**config.mk**
```make
export PLATFORM = sky130hd
export DESIGN_NAME = shift_seq_ctrl
export DESIGN_NICKNAME = d
export VERILOG_FILES = /design/src/rtl/shift_seq_ctrl.sv
export SDC_FILE = /design/constraint.sdc
export NUM_CORES = 1
export LEC_CHECK = 0
export CORE_MARGIN = 3
export CORE_UTILIZATION = 55
export DETAILED_ROUTE_END_ITERATION = 7
export PLACE_DENSITY = 0.88
export SYNTH_ARGS = -nofsm -noshare
export SYNTH_HDL_FRONTEND = slang
export SYNTH_SLANG_ARGS = --single-unit
```
**constraint.sdc**
```tcl
create_clock -name clk -period 5.1 [get_ports clk]
set_input_delay 1.02 -clock clk [delete_from_list [all_inputs] [get_ports clk]]
set_output_delay 1.02 -clock clk [all_outputs]
set_load 0.02 [all_outputs]
```
**src/rtl/shift_seq_ctrl.sv**
```systemverilog
// -----------------------------------------------------------------------------
// shift_seq_ctrl
//   Iterative shift/rotate sequencer shared by two requesters (port 0: EX-stage
//   ALU, port 1: aux/debug). A round-robin arbiter accepts one operation at a
//   time. The operation is processed at most STEP bit positions per cycle, and
//   the result is returned with the winning requester's id over a valid/ready
//   handshake.
//
// Parameters
//   DATA_W  data width (fixed at 16; the amount field is 4 bits)
//   STEP    max bit positions per RUN cycle (1, 2, 4 or 8)
//
// Ports
//   clk, rst_n            rising-edge clock, asynchronous active-low reset
//   reqN_valid/reqN_ready request handshake for port N (ready is combinational)
//   reqN_op               00 SLL, 01 SRA, 10 ROR, 11 pass-through
//   reqN_data, reqN_amt   operand and shift/rotate amount (0..15)
//   res_valid/res_ready   result handshake
//   res_data, res_id      result value and the id of the requester that issued it
//   busy                  high whenever the sequencer is not idle
// -----------------------------------------------------------------------------
module shift_seq_ctrl #(
  parameter int DATA_W = 16,
  parameter int STEP   = 4
) (
  input  logic              clk,
  input  logic              rst_n,
  input  logic              req0_valid,
  output logic              req0_ready,
  input  logic [1:0]        req0_op,
  input  logic [DATA_W-1:0] req0_data,
  input  logic [3:0]        req0_amt,
  input  logic              req1_valid,
  output logic              req1_ready,
  input  logic [1:0]        req1_op,
  input  logic [DATA_W-1:0] req1_data,
  input  logic [3:0]        req1_amt,
  output logic              res_valid,
  input  logic              res_ready,
  output logic [DATA_W-1:0] res_data,
  output logic              res_id,
  output logic              busy
);

  typedef enum logic [1:0] {
    S_IDLE = 2'b00,
    S_RUN  = 2'b01,
    S_DONE = 2'b10
  } state_e;

  typedef enum logic [1:0] {
    OP_SLL  = 2'b00,
    OP_SRA  = 2'b01,
    OP_ROR  = 2'b10,
    OP_PASS = 2'b11
  } op_e;

  localparam logic [3:0] STEP_AMT = 4'(STEP);

  state_e            state_q, state_d;
  op_e               op_q, op_d;
  logic [DATA_W-1:0] data_q, data_d;
  logic [3:0]        rem_q, rem_d;
  logic              id_q, id_d;
  logic              rr_q, rr_d;     // port that wins when both request

  logic              any_valid;
  logic              grant;
  op_e               sel_op;
  logic [DATA_W-1:0] sel_data;
  logic [3:0]        sel_amt;
  logic [3:0]        step_amt;
  logic [DATA_W-1:0] step_res;

  // Arbitration: a lone requester always wins; on contention the pointer decides.
  assign any_valid = req0_valid | req1_valid;
  assign grant     = (req0_valid & req1_valid) ? rr_q : req1_valid;
  assign sel_op    = op_e'(grant ? req1_op : req0_op);
  assign sel_data  = grant ? req1_data : req0_data;
  assign sel_amt   = grant ? req1_amt  : req0_amt;

  // One RUN step: move by min(rem, STEP) positions.
  always_comb begin
    step_amt = (rem_q < STEP_AMT) ? rem_q : STEP_AMT;
    unique case (op_q)
      OP_SLL:  step_res = data_q << step_amt;
      OP_SRA:  step_res = DATA_W'($signed(data_q) >>> step_amt);
      // Shifting the doubled word right leaves the rotated value in the low half.
      OP_ROR:  step_res = DATA_W'({data_q, data_q} >> step_amt);
      default: step_res = data_q;
    endcase
  end

  always_comb begin
    // NOTE: every signal written here gets a default first, so no path leaves
    // it unassigned and no latch is inferred.
    state_d    = state_q;
    op_d       = op_q;
    data_d     = data_q;
    rem_d      = rem_q;
    id_d       = id_q;
    rr_d       = rr_q;
    req0_ready = 1'b0;
    req1_ready = 1'b0;

    unique case (state_q)
      S_IDLE: begin
        if (any_valid) begin
          req0_ready = req0_valid & ~grant;
          req1_ready = req1_valid & grant;
          op_d       = sel_op;
          data_d     = sel_data;
          rem_d      = sel_amt;
          id_d       = grant;
          rr_d       = ~grant;
          // Nothing to iterate for a zero amount or a pass-through.
          state_d    = (sel_amt == 4'd0 || sel_op == OP_PASS) ? S_DONE : S_RUN;
        end
      end
      S_RUN: begin
        data_d = step_res;
        rem_d  = rem_q - step_amt;
        if (rem_q <= STEP_AMT) state_d = S_DONE;
      end
      S_DONE: begin
        if (res_ready) state_d = S_IDLE;
      end
      default: state_d = S_IDLE;
    endcase
  end

  // NOTE: sequential state uses non-blocking assignments so every flop samples
  // the pre-edge values regardless of statement order.
  always_ff @(posedge clk or negedge rst_n) begin
    if (!rst_n) begin
      state_q <= S_IDLE;
      op_q    <= OP_SLL;
      data_q  <= '0;
      rem_q   <= '0;
      id_q    <= 1'b0;
      rr_q    <= 1'b0;
    end else begin
      state_q <= state_d;
      op_q    <= op_d;
      data_q  <= data_d;
      rem_q   <= rem_d;
      id_q    <= id_d;
      rr_q    <= rr_d;
    end
  end

  assign res_valid = (state_q == S_DONE);
  assign res_data  = data_q;
  assign res_id    = id_q;
  assign busy      = (state_q != S_IDLE);

endmodule

```
======== Word level (Yosys, flattened, before mapping) ========
Cells that the tools add are included.
operators by class
  add/sub/neg operators ................... 1
  order comparisons ....................... 2
  equal/unequal tests ..................... 9
  shift operators ......................... 3
  multiplexer cells ....................... 19
  bitwise operators ....................... 5
  reduce and logical (&&, ||, !) cells .... 10
operator list
  operator            count
  $pmux 16 s3         1
  $mux 16             2
  $pmux 16 s2         1
  $shr 32x4->16       1
  $shl 16x4->16       1
  $sshr 16x4->16      1
  $mux 4              3
  $mux 2              5
  $pmux 4 s2          1
  $eq 2x2->1 const B  3
  $pmux 2 s3          1
  $reduce_and 3->1    2
  $mux 1              5
  $eq 2x1->1 const B  2
  $le 4x3->1 const B  1
  $logic_not 2->1     2
  $logic_not 4->1     1
  $lt 4x3->1 const B  1
  $ne 2x2->1 const B  2
  $ne 4x1->1 const B  1
  $reduce_and 2->1    2
  $reduce_bool 2->1   2
  $sub 4x4->4         1
  $and 1x1->1         3
  other kinds (4)     4
word-level totals
  register bits ........................... 26
  bits of input ports ..................... 49
  output and inout bits ................... 21
  logic and storage cells ................. 55

======== Depth between registers and ports, before layout ========
Gate-level depths: netlist of the first run.
  word-level depth ........................ 8
  depth in mapped cells ................... 9
  depth with buffers taken out ............ 7

======== Worst setup path before layout of the first run ========
OpenSTA, ideal clock, no wires.
  kind .................................... input -> output
  start point ............................. input port req0_valid
  end point ............................... output port req0_ready
  data arrival time ....................... 1,988 ps
  data required time ...................... 4,080 ps
  path slack .............................. 2,092 ps
  stages .................................. 4
  buffers on the path ..................... 1
  cells stage by stage .................... inv_1 -> o21ai_1 -> buf_2 -> and3_1
on the way
  cells in the longest elaborated chain, start to end .. 6
  elaborated cells on any way between the ends .. 7
  classes of those cells .................. 3 x mux; 4 x bitwise
ends and longest elaborated chain
  what             line  source
  start, declared  28    input logic req0_valid,
  $and 1x1->1      77    assign grant = (req0_valid & req1_valid) ? rr_q : req1_valid;
  $mux 1           77
  $not 1->1        109   req0_ready = req0_valid & ~grant;
  $and 1x1->1      109
  $mux 1 *         108   if (any_valid) begin
  $mux 1 *         106   unique case (state_q)
  end, declared    29    output logic req0_ready,
Mark *: on every way between the ends. The rest lies on a longest branch, timed or not.

======== Worst setup path after layout of the first run ========
Ends and elaborated chain as after synthesis.

==> out/metrics.yaml, run 1 <==
track_usage_pct: 30.0
port_buffers: 69
finalClockSkew_ns: 0.00257
peakVddDrop_mv: 0.425
antennaDiodeCount: 0
syn-num-nets: 395
h-tree-depth: 1
synth_ff_type: "dfrtp_1"
hold_viol: 0
die_y_um: 77.8
postCtsHoldBufs: 0
io_pins: 70
tightestPinTransition_ns: 0.874
slew_violations: 0
rsz0062_at_grt: "false"
post_drt_wl_per_cell_um: 20.0
period_share_pct: 70.4
async_reset_ff_share_pct: 100
clkLatencyLatePin_ns: 0.29
critPathMostFrequentCell: "clkdlybuf4s50_1"
netlist_instances: 341
grt_max_degree: 37
ant_nets: 0
placed_cells: 445
status: "complete, no violations"
fmax_mhz: 279
initial_core_util_pct: 58.5
finalSetupViolCount: 0
cts_sinks: 26
worstSetupEndpointType: "output pin"
grt_pass1_vias: 2979
routed_via_density: 6.95
period_minus_slack_ns: 3.59
grt_pass1_wl_um: 14800
power_mw: 2.51
hp-class: "flop to flop"
p_leak_nw: 1.39
crit_fanout: 5
drt_iter0_drc: 392
dp_hpwl_um: 6050
drt-total-wl_um: 8980
p_per_area_nw_per_um2: 703
rrSetupSlack_ns: 2.38
crit_path_start_kind: "input pin"
rows: 25
ys_seq_area_share_pct: 22.9
cp.buffers_inverters: 3
max-cap-violations: 0
yosys_register_bits: 26
critPathMaxStageDelay_ns: 0.60
ys_warn_count: 0
gp_congestion: 0.915
cp_top_family: "buffers and inverters"
core-area_um2: 4850
grt_remaining_overflow: 0
remaining_drc_errors: 0
clockRootBuffer: "clkbuf_8"
slowest_stage: "clkdlybuf4s50_1"
tns_ns: 0
clk_pin_slew_ns: 0.11
cp_cell_sequence: "clkdlybuf4s50_1, inv_1, o21ai_2, and3_1, clkdlybuf4s50_1"
yosysUniqueCellTypes: 54
cts_resized: 0
syn_avg_cell_area_um2: 8.31
first_pass_iters: 6
maxSlewHeadroom_pct: 41.6
num_vias: 3120
post_cts_buffers: 0
required_ns: 4.08
die_w_um: 77.8
mostFrequentLayoutCells: "clkdlybuf4s50_1 (69), nand2_1 (38), mux2i_1 (26), dfrtp_1 (26), o21ai_0 (23)"
syn2layout_area_growth_pct: 25.9
die-area_um2: 6050
crit_arrival_ns: 2.57
finalNonFillerCells: 449
crit_type: "input pin to output pin"
cts_max_path_buffers: 2
synth_edf_count: 0
syn_area_um2: 2840
cts_tree: "yes"
drive_gt1_share_pct: 12.0
antenna_found_initial: 0
nets: 437
final_common_cell: "clkdlybuf4s50_1"
cts-buffers-inserted: 3
## where the power goes
group | leakage (nW) | internal (mW) | switching [mW] | total, mW
Combinational | 1.05 | 0.773 | 0.987 | 1.76
Sequential | 0.302 | 0.311 | 0.254 | 0.565
Clock | 0.0357 | 0.105 | 0.0804 | 0.186
Total | 1.39 | 1.19 | 1.32 | 2.51
## flip-flops by register name, summed over array words and instances, names as in the netlist
| name | flops |
|---|---|
| res_id | 1 |
| state_q | 2 |
| rem_q | 4 |
| op_q | 2 |
| res_data | 16 |
| rr_q | 1 |
## layout make-up
cell class                 count  area (µm²)
clock buffer                   3        41.3
clock inverter                 1        30.0
fill                         401        1280
inverter                       7        26.3
multi-input combinational    269        2000
sequential                    26         651
tap                           67        83.8
timing repair buffer          76         743
## kinds of logic (layout without fill, tap and decap cells)
logic type / Yosys count / in the layout / synth area share (%)
AOI/OAI and AO/OA: 116 / 116 / 27.8
and+or+nand+nor: 91 / 91 / 15.5
muxes: 55 / 55 / 24.3
buffers and inverters: 46 / 87 / 6.97
DFF: 26 / 26 / 22.9
adders and majority gates: 5 / 5 / 2.21
other: 2 / 2 / 0.265
## cells in the mapped netlist, types with 9 or more instances
cell type	instances	share of area, %
nand2_1	38	5.0
clkbuf_1	23	3.0
a21oi_1	20	3.5
mux2_2	21	8.3
o22ai_1	9	2.0
nor2_1	13	1.7
mux2i_1	26	9.2
a211oi_1	9	2.4
dfrtp_1	26	23
buf_2	10	1.8
o21ai_0	24	4.2
## per-stage QoR
stage / util (%) / cell area, µm² / hold WS, ns / worst slack [ns]
after detailed placement: 72.2 / 3500 / 0.472 / 1.54
after global placement: 72.2 / 3500 / 0.473 / 1.57
after global routing: 73.7 / 3570 / 0.527 / 1.42
final: 73.7 / 3570 / 0.494 / 1.51
after CTS: 73.7 / 3570 / 0.498 / 1.53
after floorplan: - / 2840 / 0.459 / 2.09
## worst paths after layout
check                           start      endpoint  cells after the start
max                        req0_valid    req0_ready                      5
min                            res_id        res_id                      1
max reg2reg                state_q[0]   res_data[5]                      5
min reg2reg                    res_id        res_id                      1
max in group asynchronous       rst_n  res_data[12]                      2
min in group asynchronous       rst_n   res_data[1]                      2
## routing by layer
| metal | routed length (µm) | vias up | part of all wire (%) | global-route usage (%) |
|---|---|---|---|---|
| met5 | 0 | - | 0 | 0 |
| met2 | 4270 | 235 | 47 | 49.2 |
| li1 | - | 1379 | - | - |
| met3 | 967 | 28 | 11 | 4.52 |
| met4 | 171 | 0 | 1.9 | 9.43 |
| met1 | 3580 | 1478 | 40 | 40.4 |
Power figures use the tool's default switching activity.
==> inputs of run 2 (changes only) <==
- CORE_UTILIZATION: 55 -> 51
- PLACE_DENSITY: 0.88 -> 0.82
- clock period: 5.1 -> 3.7 ns (I/O delays scaled with it)
==> run 2 against run 1 <==
  * Routed wire length fell by 1.8%
  * Total power is 37% higher
  * Setup slack worse by 1.0 ns
  * Register-to-register slack lost 1.1 ns
  * Clock power grew 35%
  * Global-route usage fell by 2.1 points
  * Via count fell by 3.2%
  * Largest cell class unchanged
  * Cell count rose by 1.3%
  * Design area up 0.74%
  * Critical endpoint is now req1_ready
  * Sequential power is 40% higher
  * Core utilization is 5.0 points lower
==> out/metrics.yaml, run 2 (synthesis gave the netlist of run 1 again) <==
status: "complete, no violations"
period_minus_slack_ns: 3.20
h-tree-depth: 1  # unchanged
post_drt_wl_per_cell_um: 19.4  # -3.1%
finalSetupViolCount: 0  # unchanged
internal-power_mw: 1.65  # +39%
hold_viol: 0  # unchanged
cts_sinks: 26  # unchanged
peakVddDrop_mv: 0.554  # +30%
cts_resized: 0  # unchanged
cts_max_path_buffers: 2  # unchanged
cts_tree: "yes"
rsz0062_at_grt: "false"
clkPwrFrac_pct: 7.3  # about the same
p_sw_share_pct: 52.0  # -0.66 points
final_common_cell: "clkdlybuf4s50_1"
post_cts_buffers: 0  # unchanged
antennaDiodeCount: 0  # unchanged
mostFrequentLayoutCells: "clkdlybuf4s50_1 (69), nand2_1 (38), mux2i_1 (26), dfrtp_1 (26), o21ai_0 (23)"
first_pass_iters: 5  # -1
antenna_found_initial: 0  # unchanged
largest_reg_flops: 16  # unchanged
core-area_um2: 5240  # +8.0%
power_frac_seq_pct: 22.9  # +0.4 points
hp-class: "flop to flop"
switchingPower_mw: 1.79  # +35%
die-area_um2: 6490  # +7.2%
io_pins: 70  # unchanged
crit_path_start_kind: "input pin"
combPwrFrac_pct: 69.8  # -0.3 points
ant_nets: 0  # unchanged
grt_pass1_vias: 2861  # -4.0%
crit_arrival_ns: 2.46  # -0.11 ns
worstSetupEndpointType: "output pin"
port_buffers: 69  # unchanged
grt_remaining_overflow: 0  # unchanged
period_share_pct: 86.4
drt-total-wl_um: 8820  # -1.8%
drive_gt1_share_pct: 12.7  # +0.69 points
crit_fanout: 16  # +11
grt_pass1_wl_um: 14200  # -4.2%
maxSlewHeadroom_pct: 42.7  # +1.1 points
postCtsHoldBufs: 0  # unchanged
crit_type: "input pin to output pin"
dp_hpwl_um: 6290  # +3.9%
die_y_um: 80.6  # +3.6%
fmax_mhz: 313
nets: 440  # +0.69%
clk_pin_slew_ns: 0.10  # about the same
rows: 26  # +4.0%
finalClockSkew_ns: 0.00854  # +0.00597 ns
tns_ns: 0  # unchanged
max-cap-violations: 0  # unchanged
clkLatencyLatePin_ns: 0.28  # about the same
initial_core_util_pct: 54.1  # -4.3 points
drt_iter0_drc: 295  # -25%
gp_congestion: 0.933  # +2.0%
syn2layout_area_growth_pct: 26.9
die_w_um: 80.6  # +3.6%
required_ns: 2.96  # -1.12 ns
routed_via_density: 6.64  # -4.5%
remaining_drc_errors: 0  # unchanged
grt_max_degree: 37  # unchanged
p_per_area_nw_per_um2: 958  # +36%
tightestPinTransition_ns: 0.859  # -0.0149 ns
track_usage_pct: 27.9  # -2.1 points
p_leak_nw: 1.40  # +1.1%
num_vias: 3019  # -3.2%
slew_violations: 0  # unchanged
cts-buffers-inserted: 3  # unchanged
clockRootBuffer: "clkbuf_8"
preCtsSetupSlack_ns: 0.481  # -1.06 ns
layout_setup_ws_ns: 0.501  # -1.01 ns
run 2: changes by cell type in the layout (fill, tap and decap cells not counted):
cell,delta
buf_4,+3
run 2: layout make-up:
cell class,count,area (µm²)
clock inverters,1,30.0
clock buffers,3,41.3
repair buffers,79,766
well taps,70,87.6
multi-input cells,269,2000
inverters,7,26.3
fillers,450,1640
flip-flops and latches,26,651
run 2: power groups by stage:
stage | Combinational (mW) | Clock [mW] | Sequential (mW)
after CTS | 2.37 | 0.255 | 0.774
after detailed placement | 2.36 | 0 | 0.781
after global placement | 2.32 | 0 | 0.777
final | 2.40 | 0.252 | 0.789
after floorplan | 1.76 | 0 | 0.674
after global routing | 2.61 | 0.266 | 0.817
run 2: routing by layer:
metal	global-route usage, %	vias up	routed length, µm
met1	36.3	1434	3580
met3	3.92	16	849
met5	0	-	0
met4	8.61	0	159
met2	47.7	183	4230
li1	-	1386	-
run 2: worst paths after layout:
path	from	to	slack (ns)	cells past startpoint
min	res_id	res_id	0.51	1
max in group asynchronous	rst_n	rem_q[1]	2.60	2
min reg2reg	res_id	res_id	0.51	1
min in group asynchronous	rst_n	res_data[2]	0.83	2
max	req0_valid	req1_ready	0.50	6
max reg2reg	rem_q[0]	res_data[5]	1.24	5
run 2: stage by stage:
step	util, %	power, mW	area (µm²)	hold WS (ns)	instances
finish	68.7	3.44	3600	0.508	455
floorplan	-	2.43	2840	0.444	341
global route	68.7	3.69	3600	0.528	455
global placement	67.3	3.09	3530	0.464	451
detailed placement	67.3	3.14	3530	0.477	451
CTS	68.7	3.40	3600	0.505	455
run 2: worst max-delay path, stage by stage:
cell	delay (ns)
clkdlybuf4s50_1	0.54
inv_1	0.08
o21ai_2	0.14
buf_4	0.29
nor2_1	0.10
clkdlybuf4s50_1	0.56
